[src/rtl/fgbitw_pkg.sv]
// fgbitw_pkg: shared types and constants for the board receive path.
//   board_rx_state_t : sequencer states of board_rx_ctrl
//   PKT_BITS         : width of one board word (81 cells x 2 bits)
//   has_illegal_cell : screens a board word for the reserved cell code
package fgbitw_pkg;

  localparam int PKT_BITS  = 162;
  localparam int CELL_BITS = 2;
  localparam int N_CELLS   = 81;
  localparam logic [CELL_BITS-1:0] CELL_ILLEGAL = 2'b11;

  typedef enum logic [2:0] {
    RST_RX  = 3'd0,
    IDLE    = 3'd1,
    RX      = 3'd2,
    TIMEOUT = 3'd3,
    CHECK   = 3'd4,
    PUBLISH = 3'd5,
    SKIP    = 3'd6
  } board_rx_state_t;

  // True when any cell of the word carries the reserved code.
  function automatic logic has_illegal_cell(input logic [PKT_BITS-1:0] pkt);
    logic found;
    found = 1'b0;
    for (int i = 0; i < N_CELLS; i++) begin
      found = found | (pkt[i*CELL_BITS +: CELL_BITS] == CELL_ILLEGAL);
    end
    return found;
  endfunction

endpackage

[src/rtl/board_rx_ctrl_if.sv]
// board_rx_ctrl_if: receiver-side and consumer-side signals of board_rx_ctrl.
//   rx_ready_in / rx_data_in / rx_rst_out : UART packet receiver link
//   brd_valid_out / brd_ready_in / brd_data_out : board handshake to the game logic
// slave  = the controller, master = the surrounding environment.
interface board_rx_ctrl_if;
  import fgbitw_pkg::*;

  logic                rx_ready_in;
  logic [PKT_BITS-1:0] rx_data_in;
  logic                rx_rst_out;
  logic                brd_valid_out;
  logic                brd_ready_in;
  logic [PKT_BITS-1:0] brd_data_out;

  modport master (
    output rx_ready_in, rx_data_in, brd_ready_in,
    input  rx_rst_out, brd_valid_out, brd_data_out
  );

  modport slave (
    input  rx_ready_in, rx_data_in, brd_ready_in,
    output rx_rst_out, brd_valid_out, brd_data_out
  );
endinterface

[src/rtl/board_rx_ctrl_pkt_checker.sv]
// pkt_checker: combinational screening of a captured board word.
//   pkt               : word just captured from the receiver
//   last              : previously received legal word
//   published         : word currently shown to the consumer
//   illegal           : pkt contains at least one reserved cell code
//   same_as_last      : pkt == last
//   same_as_published : pkt == published
module pkt_checker
  import fgbitw_pkg::*;
(
  input  logic [PKT_BITS-1:0] pkt,
  input  logic [PKT_BITS-1:0] last,
  input  logic [PKT_BITS-1:0] published,
  output logic                illegal,
  output logic                same_as_last,
  output logic                same_as_published
);

  assign illegal           = has_illegal_cell(pkt);
  assign same_as_last      = (pkt == last);
  assign same_as_published = (pkt == published);

endmodule

[src/rtl/board_rx_ctrl.sv]
// board_rx_ctrl: sequencer between the UART packet receiver and the game logic
// (system clock nominally 65 MHz). Resets and supervises the receiver, times
// out stalled packets, screens and debounces board words, and publishes a
// stable board over a valid/ready handshake.
//   clk_in, rst_n_in : clock and asynchronous active-low reset
//   bus              : receiver link and consumer handshake (slave side)
//   err_timeout_out  : one-cycle pulse when a packet stalls in reception
//   err_illegal_out  : one-cycle pulse when a packet holds a reserved cell code
//   drop_cnt_out     : dropped packets, saturating at 255
module board_rx_ctrl
  import fgbitw_pkg::*;
#(
  parameter int TIMEOUT_CYC = 2_000_000,
  parameter int RX_RST_CYC  = 4,
  parameter int STABLE_CNT  = 2
) (
  input  logic             clk_in,
  input  logic             rst_n_in,
  board_rx_ctrl_if.slave   bus,
  output logic             err_timeout_out,
  output logic             err_illegal_out,
  output logic [7:0]       drop_cnt_out
);

  localparam int TMR_W = $clog2(TIMEOUT_CYC + 1);
  localparam int RST_W = $clog2(RX_RST_CYC + 1);

  localparam logic [2:0] ST_RST_RX  = RST_RX;
  localparam logic [2:0] ST_IDLE    = IDLE;
  localparam logic [2:0] ST_RX      = RX;
  localparam logic [2:0] ST_TIMEOUT = TIMEOUT;
  localparam logic [2:0] ST_CHECK   = CHECK;
  localparam logic [2:0] ST_PUBLISH = PUBLISH;
  localparam logic [2:0] ST_SKIP    = SKIP;

  logic [2:0]          state_r, state_nxt_s;
  logic [TMR_W-1:0]    timer_r;
  logic [RST_W-1:0]    rst_cnt_r;
  logic                rx_ready_d_r;
  logic [PKT_BITS-1:0] pkt_q_r, last_q_r, brd_data_r;
  logic [3:0]          match_cnt_r, match_nxt_s;
  logic                published_r, brd_valid_r, rx_rst_r;
  logic                err_timeout_r, err_illegal_r;
  logic [7:0]          drop_cnt_r;

  logic rx_fall_s, rx_rise_s;
  logic illegal_s, same_last_s, same_pub_s;
  logic capture_s, last_load_s, publish_s, handshake_s;
  logic drop_inc_s, tmo_s, ill_s;

  assign rx_fall_s = rx_ready_d_r & ~bus.rx_ready_in;
  assign rx_rise_s = ~rx_ready_d_r & bus.rx_ready_in;

  pkt_checker u_pkt_checker (
    .pkt               (pkt_q_r),
    .last              (last_q_r),
    .published         (brd_data_r),
    .illegal           (illegal_s),
    .same_as_last      (same_last_s),
    .same_as_published (same_pub_s)
  );

  // Next-state and per-cycle action strobes of the sequencer.
  always_comb begin
    state_nxt_s = state_r;
    match_nxt_s = match_cnt_r;
    capture_s   = 1'b0;
    last_load_s = 1'b0;
    publish_s   = 1'b0;
    handshake_s = 1'b0;
    drop_inc_s  = 1'b0;
    tmo_s       = 1'b0;
    ill_s       = 1'b0;
    case (state_r)
      ST_RST_RX: begin
        if (rst_cnt_r == RST_W'(RX_RST_CYC - 1)) begin
          state_nxt_s = ST_IDLE;
        end else begin
          state_nxt_s = ST_RST_RX;
        end
      end
      ST_IDLE: begin
        if (rx_fall_s) begin
          state_nxt_s = ST_RX;
        end else begin
          state_nxt_s = ST_IDLE;
        end
      end
      ST_RX: begin
        // Completion is tested first so it wins over an expiring timer.
        if (rx_rise_s) begin
          capture_s   = 1'b1;
          state_nxt_s = ST_CHECK;
        end else if (timer_r == TMR_W'(TIMEOUT_CYC - 1)) begin
          tmo_s       = 1'b1;
          drop_inc_s  = 1'b1;
          match_nxt_s = 4'd0;
          state_nxt_s = ST_TIMEOUT;
        end else begin
          state_nxt_s = ST_RX;
        end
      end
      ST_TIMEOUT: begin
        state_nxt_s = ST_RST_RX;
      end
      ST_CHECK: begin
        if (illegal_s) begin
          ill_s       = 1'b1;
          drop_inc_s  = 1'b1;
          match_nxt_s = 4'd0;
          state_nxt_s = ST_IDLE;
        end else begin
          if (same_last_s) begin
            match_nxt_s = (match_cnt_r == 4'd15) ? 4'd15 : match_cnt_r + 4'd1;
          end else begin
            last_load_s = 1'b1;
            match_nxt_s = 4'd1;
          end
          // Republishing an unchanged board is suppressed, except for the
          // very first board after reset (brd_data_r is then only a reset value).
          if ((match_nxt_s >= 4'(STABLE_CNT)) && (!same_pub_s || !published_r)) begin
            publish_s   = 1'b1;
            state_nxt_s = ST_PUBLISH;
          end else begin
            state_nxt_s = ST_IDLE;
          end
        end
      end
      ST_PUBLISH: begin
        // A packet completing while the board is held is lost; count it here.
        if (rx_rise_s) begin
          drop_inc_s = 1'b1;
        end else begin
          drop_inc_s = 1'b0;
        end
        if (brd_valid_r && bus.brd_ready_in) begin
          handshake_s = 1'b1;
          if (bus.rx_ready_in) begin
            state_nxt_s = ST_IDLE;
          end else begin
            // A packet is already in flight; it is counted now and ignored in SKIP.
            drop_inc_s  = 1'b1;
            state_nxt_s = ST_SKIP;
          end
        end else begin
          state_nxt_s = ST_PUBLISH;
        end
      end
      ST_SKIP: begin
        if (bus.rx_ready_in) begin
          state_nxt_s = ST_IDLE;
        end else begin
          state_nxt_s = ST_SKIP;
        end
      end
      default: begin
        state_nxt_s = ST_RST_RX;
      end
    endcase
  end

  // Sequencer state, counters, captured words and registered outputs.
  always_ff @(posedge clk_in or negedge rst_n_in) begin
    if (!rst_n_in) begin
      state_r       <= ST_RST_RX;
      timer_r       <= '0;
      rst_cnt_r     <= '0;
      rx_ready_d_r  <= 1'b1;
      pkt_q_r       <= '0;
      last_q_r      <= '0;
      brd_data_r    <= '0;
      match_cnt_r   <= 4'd0;
      published_r   <= 1'b0;
      brd_valid_r   <= 1'b0;
      rx_rst_r      <= 1'b1;
      err_timeout_r <= 1'b0;
      err_illegal_r <= 1'b0;
      drop_cnt_r    <= 8'd0;
    end else begin
      state_r       <= state_nxt_s;
      rx_ready_d_r  <= bus.rx_ready_in;
      match_cnt_r   <= match_nxt_s;
      rx_rst_r      <= (state_nxt_s == ST_RST_RX);
      err_timeout_r <= tmo_s;
      err_illegal_r <= ill_s;
      timer_r       <= (state_r == ST_RX) ? timer_r + TMR_W'(1) : '0;
      rst_cnt_r     <= (state_r == ST_RST_RX) ? rst_cnt_r + RST_W'(1) : '0;
      if (capture_s) begin
        pkt_q_r <= bus.rx_data_in;
      end
      if (last_load_s) begin
        last_q_r <= pkt_q_r;
      end
      if (publish_s) begin
        brd_data_r  <= pkt_q_r;
        published_r <= 1'b1;
        brd_valid_r <= 1'b1;
      end else if (handshake_s) begin
        brd_valid_r <= 1'b0;
      end
      if (drop_inc_s && (drop_cnt_r != 8'd255)) begin
        drop_cnt_r <= drop_cnt_r + 8'd1;
      end
    end
  end

  assign bus.rx_rst_out    = rx_rst_r;
  assign bus.brd_valid_out = brd_valid_r;
  assign bus.brd_data_out  = brd_data_r;
  assign err_timeout_out   = err_timeout_r;
  assign err_illegal_out   = err_illegal_r;
  assign drop_cnt_out      = drop_cnt_r;

endmodule
[src/flat_wrapper.sv]
// flat-port wrapper written by rule: the top's interface ports become plain ports
module board_rx_ctrl_flat import fgbitw_pkg::*;
#(
  parameter int TIMEOUT_CYC = 2_000_000,
  parameter int RX_RST_CYC  = 4,
  parameter int STABLE_CNT  = 2
)
  (clk_in, rst_n_in, err_timeout_out, err_illegal_out, drop_cnt_out, bus_rx_ready_in, bus_rx_data_in, bus_brd_ready_in, bus_rx_rst_out, bus_brd_valid_out, bus_brd_data_out);
  board_rx_ctrl_if bus_i ();
  input  logic clk_in;
  input  logic rst_n_in;
  output logic err_timeout_out;
  output logic err_illegal_out;
  output logic [7:0] drop_cnt_out;
  input wire logic [$bits(bus_i.rx_ready_in)-1:0] bus_rx_ready_in;
  input wire logic [$bits(bus_i.rx_data_in)-1:0] bus_rx_data_in;
  input wire logic [$bits(bus_i.brd_ready_in)-1:0] bus_brd_ready_in;
  output wire logic [$bits(bus_i.rx_rst_out)-1:0] bus_rx_rst_out;
  output wire logic [$bits(bus_i.brd_valid_out)-1:0] bus_brd_valid_out;
  output wire logic [$bits(bus_i.brd_data_out)-1:0] bus_brd_data_out;
  assign bus_i.rx_ready_in = bus_rx_ready_in;
  assign bus_i.rx_data_in = bus_rx_data_in;
  assign bus_i.brd_ready_in = bus_brd_ready_in;
  assign bus_rx_rst_out = bus_i.rx_rst_out;
  assign bus_brd_valid_out = bus_i.brd_valid_out;
  assign bus_brd_data_out = bus_i.brd_data_out;
  board_rx_ctrl #(.TIMEOUT_CYC(TIMEOUT_CYC), .RX_RST_CYC(RX_RST_CYC), .STABLE_CNT(STABLE_CNT)) u_core (.clk_in(clk_in), .rst_n_in(rst_n_in), .bus(bus_i), .err_timeout_out(err_timeout_out), .err_illegal_out(err_illegal_out), .drop_cnt_out(drop_cnt_out));
endmodule
[config.mk]
export PLATFORM = sky130hd
export DESIGN_NAME = board_rx_ctrl_flat
export DESIGN_NICKNAME = d
export VERILOG_FILES = /design/src/rtl/fgbitw_pkg.sv /design/src/rtl/board_rx_ctrl_if.sv /design/src/rtl/board_rx_ctrl_pkt_checker.sv /design/src/rtl/board_rx_ctrl.sv /design/src/flat_wrapper.sv
export SDC_FILE = /design/constraint.sdc
export NUM_CORES = 1
export LEC_CHECK = 0
export ABC_AREA = 1
export CORE_MARGIN = 2
export CORE_UTILIZATION = 43
export CTS_CLUSTER_DIAMETER = 150
export DETAILED_ROUTE_END_ITERATION = 8
export PLACE_DENSITY = 0.75
export SLEW_MARGIN = 0
export SYNTH_ARGS = -nofsm -noshare
export SYNTH_HDL_FRONTEND = slang
export SYNTH_SLANG_ARGS = --single-unit
[constraint.sdc]
create_clock -name clk_in -period 3.2 [get_ports clk_in]
set_input_delay 0.32 -clock clk_in [delete_from_list [all_inputs] [get_ports clk_in]]
set_output_delay 0.32 -clock clk_in [all_outputs]
set_load 0.02 [all_outputs]
# ---- Word level (Yosys, flattened, before mapping)
# Index checks and enable logic that the tools add are counted.
dict set report word_totals {
  ff_bits 531
  inputBits 166
  output_inout_bits 174
  elab_cells 247
}
dict set report op_classes {
  add_sub_neg 4
  magnitude_cmp 1
  n_eq_ne 94
  n_mux 39
  n_bitwise 84
  reduce_logical 11
}
# op count
set ops {}
lappend ops {{equality test 162 bit} 2}
lappend ops {{equality test 2 bit (second input constant)} 81}
lappend ops {{OR 1 bit} 80}
lappend ops {{two-way mux 4 bit} 7}
lappend ops {{adder 21 x 1 -> 21 bit (second input constant)} 1}
lappend ops {{equality test 21 bit (second input constant)} 1}
lappend ops {{two-way mux 1 bit} 21}
lappend ops {{two-way mux 21 bit} 1}
lappend ops {{two-way mux 3 bit} 6}
lappend ops {{case mux 3 bit (6 select lines)} 1}
lappend ops {{equality test 3 bit (second input constant)} 3}
lappend ops {{adder 8 x 1 -> 8 bit (second input constant)} 1}
lappend ops {{inequality test 8 bit (second input constant)} 1}
lappend ops {{case mux 4 bit (2 select lines)} 1}
lappend ops {{equality test 3 x 2 -> 1 bit (second input constant)} 2}
lappend ops {{zero test 3 bit} 2}
lappend ops {{adder 4 x 1 -> 4 bit (second input constant)} 1}
lappend ops {{equality test 4 bit (second input constant)} 1}
lappend ops {{>= comparator 4 x 2 -> 1 bit (second input constant)} 1}
lappend ops {{nonzero test 2 bit} 2}
lappend ops {{adder 3 x 1 -> 3 bit (second input constant)} 1}
lappend ops {{equality test 3 x 1 -> 1 bit (second input constant)} 1}
lappend ops {{logical AND 1 bit} 3}
lappend ops {{case mux 1 bit (3 select lines)} 1}
lappend ops {{other kinds (8)} 11}

# ---- Longest topological paths before layout
dict set report depth {
  ltp_word 89
  ltp_mapped 17
  depth_no_buf 15
}

# ---- Modules after synthesis
# Synthesis repeated with hierarchy kept, for this count alone.
dict set report hier_totals {
  cells_unflattened 2971
  area_unflattened_um2 25039.0
}
# mod instances cells_per_inst area_per_inst_um2 seq_area_each_um2
set by_module_without_submodules {}
lappend by_module_without_submodules {board_rx_ctrl 1 2224 20530.9 13290.2}
lappend by_module_without_submodules {pkt_checker 1 747 4508.1 0.0}

# ---- Worst setup path before layout
# OpenSTA, ideal clock, no wires.
dict set report synth_timing {
  kind {flip-flop to flip-flop}
  start {reg u_core.pkt_q_r[11]}
  end {reg u_core.last_q_r[81]}
  setup_ps 130
  arrival_ps 1918
  t_required_ps 3070
  setup_slack_ps 1151
  stages_incl_launch_ff 16
  path_buffers 3
  synth_period_minus_slack_ps 2049
  path_cell_list {dfrtp_1 > nand2_1 > nand2_1 > nor2_1 > nand4_1 > nor2_1 > nand2_1 > nor2_1 > nand3_1 > inv_2 > nand2_1 > buf_4 > buf_6 > buf_6 > nand2_1 > o21ai_1}
}
dict set report synth_via {
  elab_chain_cells 79
  elab_cells_between_ends 81
  cone_classes {eq/ne: 2; mux: 3; bitwise: 76}
}
# element line_no
set synth_lines {}
lappend synth_lines {{start: declaration} board_rx_ctrl.sv:40} ;# logic [PKT_BITS-1:0] pkt_q_r, last_q_r, brd_data_r;
lappend synth_lines {{start signal: assignment} board_rx_ctrl.sv:189} ;# pkt_q_r <= bus.rx_data_in;
lappend synth_lines {{equality test 2 bit} fgbitw_pkg.sv:27} ;# found = found | (pkt[i*CELL_BITS +: CELL_BITS] == CELL_ILLEGAL);
lappend synth_lines {{OR 1 bit (76 in a row)} fgbitw_pkg.sv:27}
lappend synth_lines {{two-way mux 1 bit (*)} board_rx_ctrl.sv:107} ;# if (illegal_s) begin
lappend synth_lines {{two-way mux 1 bit (*)} board_rx_ctrl.sv:74} ;# case (state_r)
lappend synth_lines {{end signal: assignment} board_rx_ctrl.sv:192} ;# last_q_r <= pkt_q_r;
lappend synth_lines {{end: declaration} board_rx_ctrl.sv:40}
# Mark *: on every way between the ends. The rest lies on a longest branch, timed or not.
# A chain may end at the register's enable or synchronous reset.

# ---- Final worst setup path
dict set report layout_timing {
  start {reg u_core.pkt_q_r[37]}
  end {reg u_core.brd_data_r[74] (netlist: u_core.bus.brd_data_out[74])}
}
dict set report layout_via {
  elab_chain_cells 66
  elab_cells_between_ends 76
  cone_classes {order compare: 1; eq/ne: 3; mux: 6; bitwise: 63; reduce/logical: 3}
}
# element line_no
set layout_lines {}
lappend layout_lines {{equality test 2 bit} fgbitw_pkg.sv:27}
lappend layout_lines {{OR 1 bit (63 in a row)} fgbitw_pkg.sv:27}
lappend layout_lines {{two-way mux 1 bit (*)} board_rx_ctrl.sv:107}
lappend layout_lines {{two-way mux 1 bit (*)} board_rx_ctrl.sv:74}
lappend layout_lines {{end signal: assignment} board_rx_ctrl.sv:195} ;# brd_data_r <= pkt_q_r;
lappend layout_lines {{end: declaration} board_rx_ctrl.sv:40}
# Mark *: on every way between the ends. The rest lies on a longest branch, timed or not. The select of a mux whose other input is x is not followed.

==> results.py <==
metrics = {
    "die": {
        "die_w_um": 248.5,
        "start_util_pct": 43.56,
        "die-area_um2": 61750,
        "die_h_um": 248.5,
        "rows": 89,
        "coreArea_um2": 59020,
        "io_pins": 340,
    },
    "grt": {
        "met3_usage_pct": 6.877,
        "grt_pass1_wl_um": 139300,
        "grt.met2_usage_pct": 44.35,
        "grt_antenna_before_repair": 3,
        "grt_overflow_total": 0,
        "busiest_layer": "met2",
        "grt_max_degree": 98,
        "first_global_vias": 22375,
        "grt_use_met1_pct": 39.25,
        "track_usage_pct": 29.68,
    },
    "placed_design": {
        "dp_slack_ns": 0.2139,
        "io_buffers": 339,
        "dp_hpwl_um": 70020,
        "place_congestion": 0.9663,
    },
    "yosys": {
        "synth_largest_area_cell": "dfrtp_1",
        "yosys_warnings": 0,
        "netlist_area_um2": 25710,
        "synth_area_leaders": "dfrtp_1 (51%), nand2_1 (16%), nor2_1 (5.1%)",
        "avgSynthCellArea_um2": 7.850,
        "syn_inst": 3275,
        "yosys_register_bits": 531,
        "yosysSeqAreaShare_pct": 51.70,
        "synthesis.nets": 3446,
        "yosysUniqueCellTypes": 42,
        "synth_top_area_share_pct": 51.49,
    },
    "final_layout": {
        "drive_gt1_share_pct": 7.321,
        "mostFrequentLayoutCell": "nand2_1",
        "layout_common_cells": "nand2_1 (1,073), dfrtp_1 (529), nor2_1 (348)",
        "syn_to_final_growth_pct": 24.63,
        "diodes": 0,
        "nets": 3775,
    },
    "min_path": {
        "hold_start": "bus_rx_ready_in",
        "hold_path.class": "in -> reg",
    },
    "power": {
        "total_leakage_power_nw": 15.30,
        "p_sw_share_pct": 36.97,
        "power.net_switching_mw": 7.843,
        "pwr-share-seq_pct": 43.5,
        "p_int_mw": 13.37,
        "pwr-share-comb_pct": 25.9,
        "power_frac_clock_pct": 30.7,
        "peakVddDrop_mv": 0.4159,
        "powerDensity_nw_per_um2": 662.1,
    },
    "routing": {
        "drtPass1Iterations": 6,
        "vias_per_cell": 5.383,
        "routed-via-count": 23791,
        "drt_wl_total_um": 93110,
        "drc": 0,
        "drt_iter0_markers": 2488,
        "ant_nets": 0,
        "wire_per_inst_um": 21.06,
    },
    "status": {
        "outcome": "complete, no violations",
    },
    "timing": {
        "final_critical_path_setup_slack_ns": 0.2076,
        "tightest_slew_ns": 0.8552,
        "hold_viol_final": 0,
        "grt_setup_unrepaired": "false",
        "period_share_pct": 93.51,
        "maxSlewViolCount": 0,
        "min_period_ns": 2.992,
        "relSlewSlack_pct": 42.98,
        "hold_slack_ns": 0.2614,
        "clock_skew_ns": 0.02179,
        "tns_ns": 0,
        "setup_violations": 0,
        "fmax_mhz": 334.2,
    },
    "cts": {
        "h-tree-depth": 2,
        "clkTransAtPathRegs_ns": 0.06,
        "cts_tree": "done",
        "ctsLongestPathBuffers": 3,
        "numCtsBuffers": 56,
        "cts.sinks": 531,
        "clk_latency_ns": 0.63,
        "clockRootBuffer": "clkbuf_16",
        "cts_setup_buffers": 0,
    },
    "worst_setup_path": {
        "cp_top_family": "simple AND/OR/NAND/NOR gates",
        "cp-startpoint": "u_core.pkt_q_r[37]",
        "path_class": "reg -> reg",
        "end_kind": "register",
        "critical-path-max-stage-delay_ns": 0.43,
        "path_buf_inv": 1,
        "cp_max_fo": 75,
        "startpoint_type": "register",
        "r2r_start": "u_core.pkt_q_r[37]",
        "path_cells": "nand2_1 > nand2_1 > nor2_2 > nand4_1 > nor2_1 > nand2_1 > nor2_1 > nand3_1 > a21oi_4 > nand2_4 > buf_12 > nand2_1 > nand2_1",
        "worstPathArrival_ns": 3.51,
        "cpMostUsedCell": "nand2_1",
        "crit_required_ns": 3.71,
        "cp_slowest_cell": "dfrtp_1",
    },
    "flow_run": {
        "cap_violations": 0,
    },
}
[cells in the mapped netlist]
master    instances
o22ai_1          10
nor4_1            6
a221oi_1          2
inv_2            84
xor2_1           44
or2_2            14
buf_2            42
o21a_1            2
a21oi_1         161
o211ai_1          3
nor3b_1           1
nor2_1          349
clkbuf_1         67
nand2_1        1076
mux2_2           16
nand4_1          25
nand3_1         215
buf_4             3
nand3b_1          3
o21ai_1         111
o21ai_0         125
nor2_4            1
buf_6            12
nor3_1           32
nand2_2           2
a211oi_1          1
a21oi_4           1
nor4_2            1
and3_1            1
dfrtp_1         529
dfstp_2           2
a31oi_1           1
o221ai_1          1
inv_1           211
a41oi_1           1
or2_1            11
xnor2_1          99
nor2_2            1
ha_1              5
and2_1            1
or2_0             2
nor3_2            1
[final timing paths]
check,endpoint,slack (ns),cells after the start
max,u_core.bus.brd_data_out[74],0.21,13
min,u_core.rx_ready_d_r,0.26,1
max reg2reg,u_core.bus.brd_data_out[74],0.21,13
min reg2reg,u_core.rst_cnt_r[0],0.46,1
max in group asynchronous,u_core.pkt_q_r[44],1.93,3
min in group asynchronous,u_core.timer_r[3],0.37,2
[registers in the layout (all words and copies together) (netlist names)]
| register | flops |
|---|---|
| u_core.drop_cnt_out | 8 |
| u_core.pkt_q_r | 162 |
| u_core.timer_r | 21 |
| u_core.err_illegal_out | 1 |
| u_core.bus.brd_valid_out | 1 |
| u_core.state_r | 3 |
| u_core.bus.rx_rst_out | 1 |
| u_core.last_q_r | 162 |
| u_core.err_timeout_out | 1 |
| u_core.rx_ready_d_r | 1 |
| u_core.match_cnt_r | 4 |
| u_core.published_r | 1 |
| u_core.rst_cnt_r | 3 |
| u_core.bus.brd_data_out | 162 |
[area by class of cell]
class | count | area [µm²]
clock buffer | 92 | 1738
clock inverter | 9 | 70.07
fill | 5374 | 26980
inverter | 295 | 1107
multi-input combinational | 2325 | 10720
sequential | 531 | 13290
tap | 773 | 967.2
timing repair buffer | 395 | 4146
[per-layer routing]
metal	up-vias	wire length, µm
li1	11005	-
met1	11347	36160
met2	1181	40970
met3	252	9682
met4	6	6260
met5	-	37
[timing repair]
item / 4_1_cts / 5_1_grt
resized for setup: 0 / 1
hold endpoints to repair: 86 / 0
endpoints found under the setup margin: 0 / 71
hold buffers: 1 / 0
[worst register-to-register path: cells and delay by family (launching register included)]
kind,cells,cell delay (ns)
simple gates,11,1.91
flops,1,0.43
compound gates,1,0.32
buf+inv,1,0.21
[logic make-up (layout without fill, tap and decap cells)]
logic type	after synthesis	count (layout)	share of synthesized area [%]
and+or+nand+nor	1742	1742	27.40
DFF	531	531	51.70
AOI/OAI and AO/OA	419	419	8.371
buffers and inverters	419	791	6.717
xor gates and xnor gates	143	143	4.872
muxes	16	16	0.7009
adders and majority gates	5	5	0.2434
[stage by stage]
stage	power [mW]	instance area [µm²]	cells	utilization, %
4_1_cts	21.09	32040	4420	54.28
2_1_floorplan	12.08	25710	3275	-
3_3_place_gp	14.54	30220	4318	51.20
5_1_grt	22.14	32040	4420	54.29
6_report	21.21	32040	4420	54.29
3_5_place_dp	14.62	30220	4318	51.20
[power groups by stage]
stage	Clock [mW]	Sequential, mW	Combinational, mW
2_1_floorplan	0	8.88	3.19
3_3_place_gp	0	9.24	5.29
3_5_place_dp	0	9.27	5.34
4_1_cts	6.54	9.17	5.38
5_1_grt	6.82	9.36	5.96
6_report	6.50	9.22	5.49
(Power assumes the default switching activity.)
